### config.mk
export PLATFORM = sky130hd
export DESIGN_NAME = move_sequencer
export DESIGN_NICKNAME = d
export VERILOG_FILES = /design/src/rtl/move_sequencer.sv
export SDC_FILE = /design/constraint.sdc
export NUM_CORES = 1
export LEC_CHECK = 0
export BUFFER_PORTS_ARGS = -buffer_cell sky130_fd_sc_hd__buf_2
export CAP_MARGIN = 20
export CORE_ASPECT_RATIO = 1.5
export CORE_UTILIZATION = 32
export CTS_CLUSTER_DIAMETER = 80
export DETAILED_ROUTE_END_ITERATION = 7
export PLACE_DENSITY = 0.48
export SKIP_LAST_GASP = 1
export SYNTH_ARGS = -nofsm -noshare
export SYNTH_HDL_FRONTEND = slang
export SYNTH_SLANG_ARGS = --single-unit
### constraint.sdc
create_clock -name clk -period 2.6 [get_ports clk]
set_clock_uncertainty 0.05 [all_clocks]
set_input_delay 0 -clock clk [delete_from_list [all_inputs] [get_ports clk]]
set_output_delay 0 -clock clk [all_outputs]
set_load 0.01 [all_outputs]
### src/rtl/move_sequencer.sv
// Turns button presses into paced single-cell moves of the active tile on the board.
// Presses are edge-detected, qualified by enable flags and board edges, then animated over STEPS ticks.
module move_sequencer #(
    parameter int STEPS = 8,
    parameter int ROWS  = 4,
    parameter int COLS  = 6
) (
    input  logic       clk,
    input  logic       rst,
    input  logic       tick,
    input  logic       btn_up,
    input  logic       btn_down,
    input  logic       btn_left,
    input  logic       btn_right,
    input  logic       up_en,
    input  logic       down_en,
    input  logic       left_en,
    input  logic       right_en,
    output logic [1:0] pos_row,
    output logic [2:0] pos_col,
    output logic [1:0] dir,
    output logic       busy,
    output logic       step,
    output logic       done,
    output logic       blocked
);

    typedef enum logic [1:0] {
        IDLE = 2'd0,
        MOVE = 2'd1,
        HOLD = 2'd2
    } state_t;

    localparam logic [1:0] LAST_ROW = 2'(ROWS - 1);
    localparam logic [2:0] LAST_COL = 3'(COLS - 1);
    localparam logic [7:0] LAST_CNT = 8'(STEPS - 1);

    state_t     state_r;
    logic [3:0] prev_btn_r;
    logic [7:0] cnt_r;
    logic [1:0] pos_row_r;
    logic [2:0] pos_col_r;
    logic [1:0] dir_r;
    logic       busy_r;
    logic       step_r;
    logic       done_r;
    logic       blocked_r;

    logic [3:0] btn_s;
    logic [3:0] en_s;
    logic [3:0] press_s;
    logic [1:0] sel_dir_s;
    logic       at_edge_s;
    logic       legal_s;

    // Press edges, fixed-priority direction pick and legality of that direction.
    always_comb begin
        btn_s     = {btn_right, btn_left, btn_down, btn_up};
        en_s      = {right_en, left_en, down_en, up_en};
        press_s   = btn_s & ~prev_btn_r;
        sel_dir_s = 2'd0;
        at_edge_s = 1'b1;
        if (press_s[0]) begin
            sel_dir_s = 2'd0;
        end else if (press_s[1]) begin
            sel_dir_s = 2'd1;
        end else if (press_s[2]) begin
            sel_dir_s = 2'd2;
        end else begin
            sel_dir_s = 2'd3;
        end
        case (sel_dir_s)
            2'd0:    at_edge_s = (pos_row_r == 2'd0);
            2'd1:    at_edge_s = (pos_row_r == LAST_ROW);
            2'd2:    at_edge_s = (pos_col_r == 3'd0);
            2'd3:    at_edge_s = (pos_col_r == LAST_COL);
            default: at_edge_s = 1'b1;
        endcase
        legal_s = en_s[sel_dir_s] & ~at_edge_s;
    end

    // Sequencer state, step counter, committed position and pulse outputs.
    always_ff @(posedge clk) begin
        if (rst) begin
            state_r    <= HOLD;
            prev_btn_r <= 4'd0;
            cnt_r      <= 8'd0;
            pos_row_r  <= 2'd0;
            pos_col_r  <= 3'd0;
            dir_r      <= 2'd0;
            busy_r     <= 1'b0;
            step_r     <= 1'b0;
            done_r     <= 1'b0;
            blocked_r  <= 1'b0;
        end else begin
            prev_btn_r <= btn_s;
            step_r     <= 1'b0;
            done_r     <= 1'b0;
            blocked_r  <= 1'b0;
            case (state_r)
                IDLE: begin
                    if (|press_s) begin
                        dir_r <= sel_dir_s;
                        if (legal_s) begin
                            cnt_r   <= 8'd0;
                            busy_r  <= 1'b1;
                            state_r <= MOVE;
                        end else begin
                            blocked_r <= 1'b1;
                            state_r   <= HOLD;
                        end
                    end
                end
                MOVE: begin
                    if (tick) begin
                        step_r <= 1'b1;
                        cnt_r  <= cnt_r + 8'd1;
                        // The tick that reaches STEPS commits the move in the same cycle.
                        if (cnt_r == LAST_CNT) begin
                            done_r  <= 1'b1;
                            busy_r  <= 1'b0;
                            state_r <= HOLD;
                            case (dir_r)
                                2'd0:    pos_row_r <= pos_row_r - 2'd1;
                                2'd1:    pos_row_r <= pos_row_r + 2'd1;
                                2'd2:    pos_col_r <= pos_col_r - 3'd1;
                                2'd3:    pos_col_r <= pos_col_r + 3'd1;
                                default: pos_row_r <= pos_row_r;
                            endcase
                        end
                    end
                end
                HOLD: begin
                    if (btn_s == 4'd0) begin
                        state_r <= IDLE;
                    end
                end
                default: begin
                    state_r <= HOLD;
                    busy_r  <= 1'b0;
                end
            endcase
        end
    end

    assign pos_row = pos_row_r;
    assign pos_col = pos_col_r;
    assign dir     = dir_r;
    assign busy    = busy_r;
    assign step    = step_r;
    assign done    = done_r;
    assign blocked = blocked_r;

endmodule

# [Yosys cells after proc, flatten, opt, wreduce, memory -nomap -nowiden]
# Index checks and enable logic that the tools add are counted.
[classes] reduce_logical=19 eq_ne=16 add_sub_neg=5 n_lt_le_gt_ge=1 n_bitwise=9 mux=26
[ops] operator="$mux 8" n=3
[ops] operator="$pmux 8 s2" n=1
[ops] operator="$reduce_and 4->1" n=4
[ops] operator="$mux 2" n=7
[ops] operator="$eq 2x2->1 const B" n=6
[ops] operator="$ne 2x2->1 const B" n=5
[ops] operator="$mux 1" n=9
[ops] operator="$add 8x1->8 const B" n=1
[ops] operator="$eq 8x3->1 const B" n=1
[ops] operator="$logic_not 2->1" n=4
[ops] operator="$eq 2x1->1 const B" n=3
[ops] operator="$not 1->1" n=6
[ops] operator="$pmux 2 s3" n=1
[ops] operator="$pmux 3 s2" n=1
[ops] operator="$reduce_bool 2->1" n=3
[ops] operator="$reduce_or 3->1" n=2
[ops] operator="$reduce_and 5->1" n=1
[ops] operator="$and 4x4->4" n=1
[ops] operator="$logic_not 4->1" n=1
[ops] operator="$not 4->4" n=1
[ops] operator="$pmux 1 s4" n=1
[ops] operator="$pmux 2 s2" n=1
[ops] operator="$reduce_or 4->1" n=1
[ops] operator="$add 3x1->3 const B" n=1
[ops] operator="other kinds (11)" n=11
[word_totals] ff_bits=25 output_inout_bits=11 wordCells=86 in_bits=11

# [Logic depth before layout (Yosys ltp)]
[logic_depth] depth_word=12 depth_mapped=6 depth_no_buf=6

# [Worst setup path before layout]
# OpenSTA, ideal clock, no wires.
[synth_timing] kind="flip-flop to flip-flop" start="register cnt_r[4]" end="register pos_row_r[0], in the netlist pos_row[0]" required_time_ps=2479 arrival_time_ps=1841 setup_slack_ps=639 path_stages_with_launch=5 setup_ps=71 path_cell_list="dfxtp_1 -> or4_4 -> or4_4 -> or3_1 -> a21oi_1"
[synth_between] elab_chain_cells=2
[synth_rtl] element="start: declaration" line="40" source="logic [7:0] cnt_r;"
[synth_rtl] element="start signal: assignment" line="117" source="cnt_r <= cnt_r + 8'd1;"
[synth_rtl] element="$eq 8x3->1" line="119" source="if (cnt_r == LAST_CNT) begin"
[synth_rtl] element="$reduce_and 4->1 (no source line)"
[synth_rtl] element="end signal: assignment" line="124" source="2'd0: pos_row_r <= pos_row_r - 2'd1;"
[synth_rtl] element="end signal: assignment" line="125" source="2'd1: pos_row_r <= pos_row_r + 2'd1;"
[synth_rtl] element="end signal: assignment" line="128" source="default: pos_row_r <= pos_row_r;"
[synth_rtl] element="end: declaration" line="41" source="logic [1:0] pos_row_r;"
# No other way between the ends.
# A chain may end at the register's enable or synchronous reset.

# [Worst setup path in the final report]
# Ends and elaborated chain as after synthesis.

==> impl_metrics.ini <==
[detailed_routing]
firstDrtPassIters = 4
via_count = 1057
routed_wirelength_um = 2710
ant_nets = 0
wire_per_inst_um = 13.6
viasPerCell = 5.31
drc_errors = 0
drt_iter0_markers = 27

[cells_and_area]
final_area_um2 = 1410
drive_gt1_frac = 0.229
final_cells = 199
final_nets = 171
syn_to_final_growth_pct = 22.1
diodes = 0

[logic_synthesis]
synth_flop_cell = dfxtp_1
yosys_warnings = 0
ys_types = 34
synth_nets = 143
syn_area_um2 = 1150
synth.area.top_cells = dfxtp_1 (43%), a21oi_1 (5.2%), o211ai_1 (5.2%)
synth_edf_count = 0
synth_top_cell_area_share = 0.435
yosysMostFrequentCell = dfxtp_1
async_flop_share = 0
synth_cells = 130
yosysTopAreaCell = dfxtp_1
ys_ff_latch = 25
ys_seq_area_frac = 0.435
syn_avg_cell_area_um2 = 8.85
synthTopCellsByCount = dfxtp_1 (25), a21oi_1 (12), nor2_1 (12)

[run]
cap_violations = 0

[cts]
ctsResizeCount = 0
insertion_delay_ps = 260
cts-buffers-inserted = 3
cts_setup_buffers = 0
path_clk_slew_ps = 80
cts_tree = built
htree_levels = 1
cts_buffer_depth = 2
cts.sinks = 25
root_buffer = clkbuf_8

[hold_path]
hold_path_class = input pin to flip-flop

[timing]
finalCriticalPeriod_ps = 2030
finalCritPeriodShare = 0.781
slew_headroom = 0.639
fmax_mhz = 492
slew_viol_final = 0
setup_ws_ps = 568
finalHoldViolations = 0
final.setup.tns_ps = 0
worst_pin_slew_ps = 536
finalSetupViolations = 0
rsz0062_at_grt = false

[pwr]
power_density_nw_per_um2 = 484
peakVddDrop_mv = 0.246
cellLeakagePower_nw = 0.534

[worst_setup_path]
critical_path_class = flip-flop to flip-flop
crit_path_start_kind = flip-flop
crit_path_max_fanout = 6
crit_required_ps = 2750
worst-endpoint-arrival_ps = 2180
critPathCaptureType = flip-flop

[die]
start_util = 0.337
dieWidth_um = 51.0
rows = 26
core-area_um2 = 3420
die_y_um = 75.5
boundaryPins = 22
die-area_um2 = 3850

[place]
io_buffers = 21
hpwlAfterDp_um = 1990
dp_worst_setup_slack_ps = 576
dp_cells = 190
place_congestion = 0.800
place_area_um2 = 1310

[global_route]
grt_util_met1 = 0.178
grt_antenna_before_repair = 0
grt.met2_usage = 0.291
grt_max_degree = 26
busiest_layer = met2
use_met3 = 0.0180
grt_pass1_wl_um = 4550
grt_pass1_vias = 1005
grt_use_total = 0.159
grt_overflow = 0

[run_status]
status = complete, no violations
-- worst paths after layout --
path | from | slack [ps] | cells past startpoint | end
min reg2reg | busy | 410 | 2 | busy
min | rst | 120 | 2 | state_r[0]
max reg2reg | cnt_r[4] | 570 | 4 | pos_row[0]
max | cnt_r[4] | 570 | 4 | pos_row[0]
-- sequential cells by signal (all words and copies together) (netlist names) --
signal,cells
blocked,1
busy,1
cnt_r,8
dir,2
done,1
pos_col,3
pos_row,2
prev_btn_r,4
state_r,2
step,1
-- layout make-up --
cell class	instances	area, um2
multi-input cells	97	626
well taps	42	52.6
fillers	363	2010
clock buffers	4	45.0
repair buffers	28	170
inverters	3	11.3
flip-flops and latches	25	500
-- layer usage --
| metal | up-vias | wire length (um) |
|---|---|---|
| met3 | 4 | 74 |
| met4 | 0 | 49 |
| li1 | 524 | - |
| met2 | 19 | 1460 |
| met5 | - | 0 |
| met1 | 510 | 1130 |
-- worst max-delay path: stages (launching register included) --
cell and delay (ps):
dfxtp_1 350, or4_4 560, or4_4 550, or3_1 320
a21oi_1 130
-- per-stage QoR --
step,utilization,power (W),hold WS [ps]
6_report,0.411,0.000680,117
3_5_place_dp,0.384,0.000458,194
5_1_grt,0.411,0.000718,129
4_1_cts,0.411,0.000695,111
2_1_floorplan,-,0.000433,21.6
3_3_place_gp,0.384,0.000457,189
-- cell usage in the layout (no fill, tap or decap), drive strengths merged, types with 4 or more instances in the layout --
| master | count |
|---|---|
| a21oi | 12 |
| buf | 23 |
| clkbuf | 4 |
| dfxtp | 25 |
| dlygate4sd3 | 5 |
| nand2 | 7 |
| nand3 | 5 |
| nand4 | 5 |
| nor2 | 12 |
| nor2b | 8 |
| o211ai | 8 |
| or2 | 6 |
| or3 | 4 |
-- logic make-up after synthesis --
group                      share of synthesized area
xor gates and xnor gates                      0.0381
and+or+nand+nor                                0.275
muxes                                        0.00870
adders and majority gates                     0.0283
DFF                                            0.435
buffers and inverters                         0.0283
AOI/OAI and AO/OA                              0.187
-- report_power, final --
part	leakage, nW	switching, W	internal [W]
Clock	0.0228	0.000116	0.000109
Combinational	0.308	0.0000352	0.0000267
Sequential	0.203	0.00000410	0.000389
-- repair_timing --
action                                  CTS  global route
hold endpoints to repair                  5             0
endpoints found under the setup margin    0             0
hold buffers                              5             0
(Power assumes the default switching activity.)
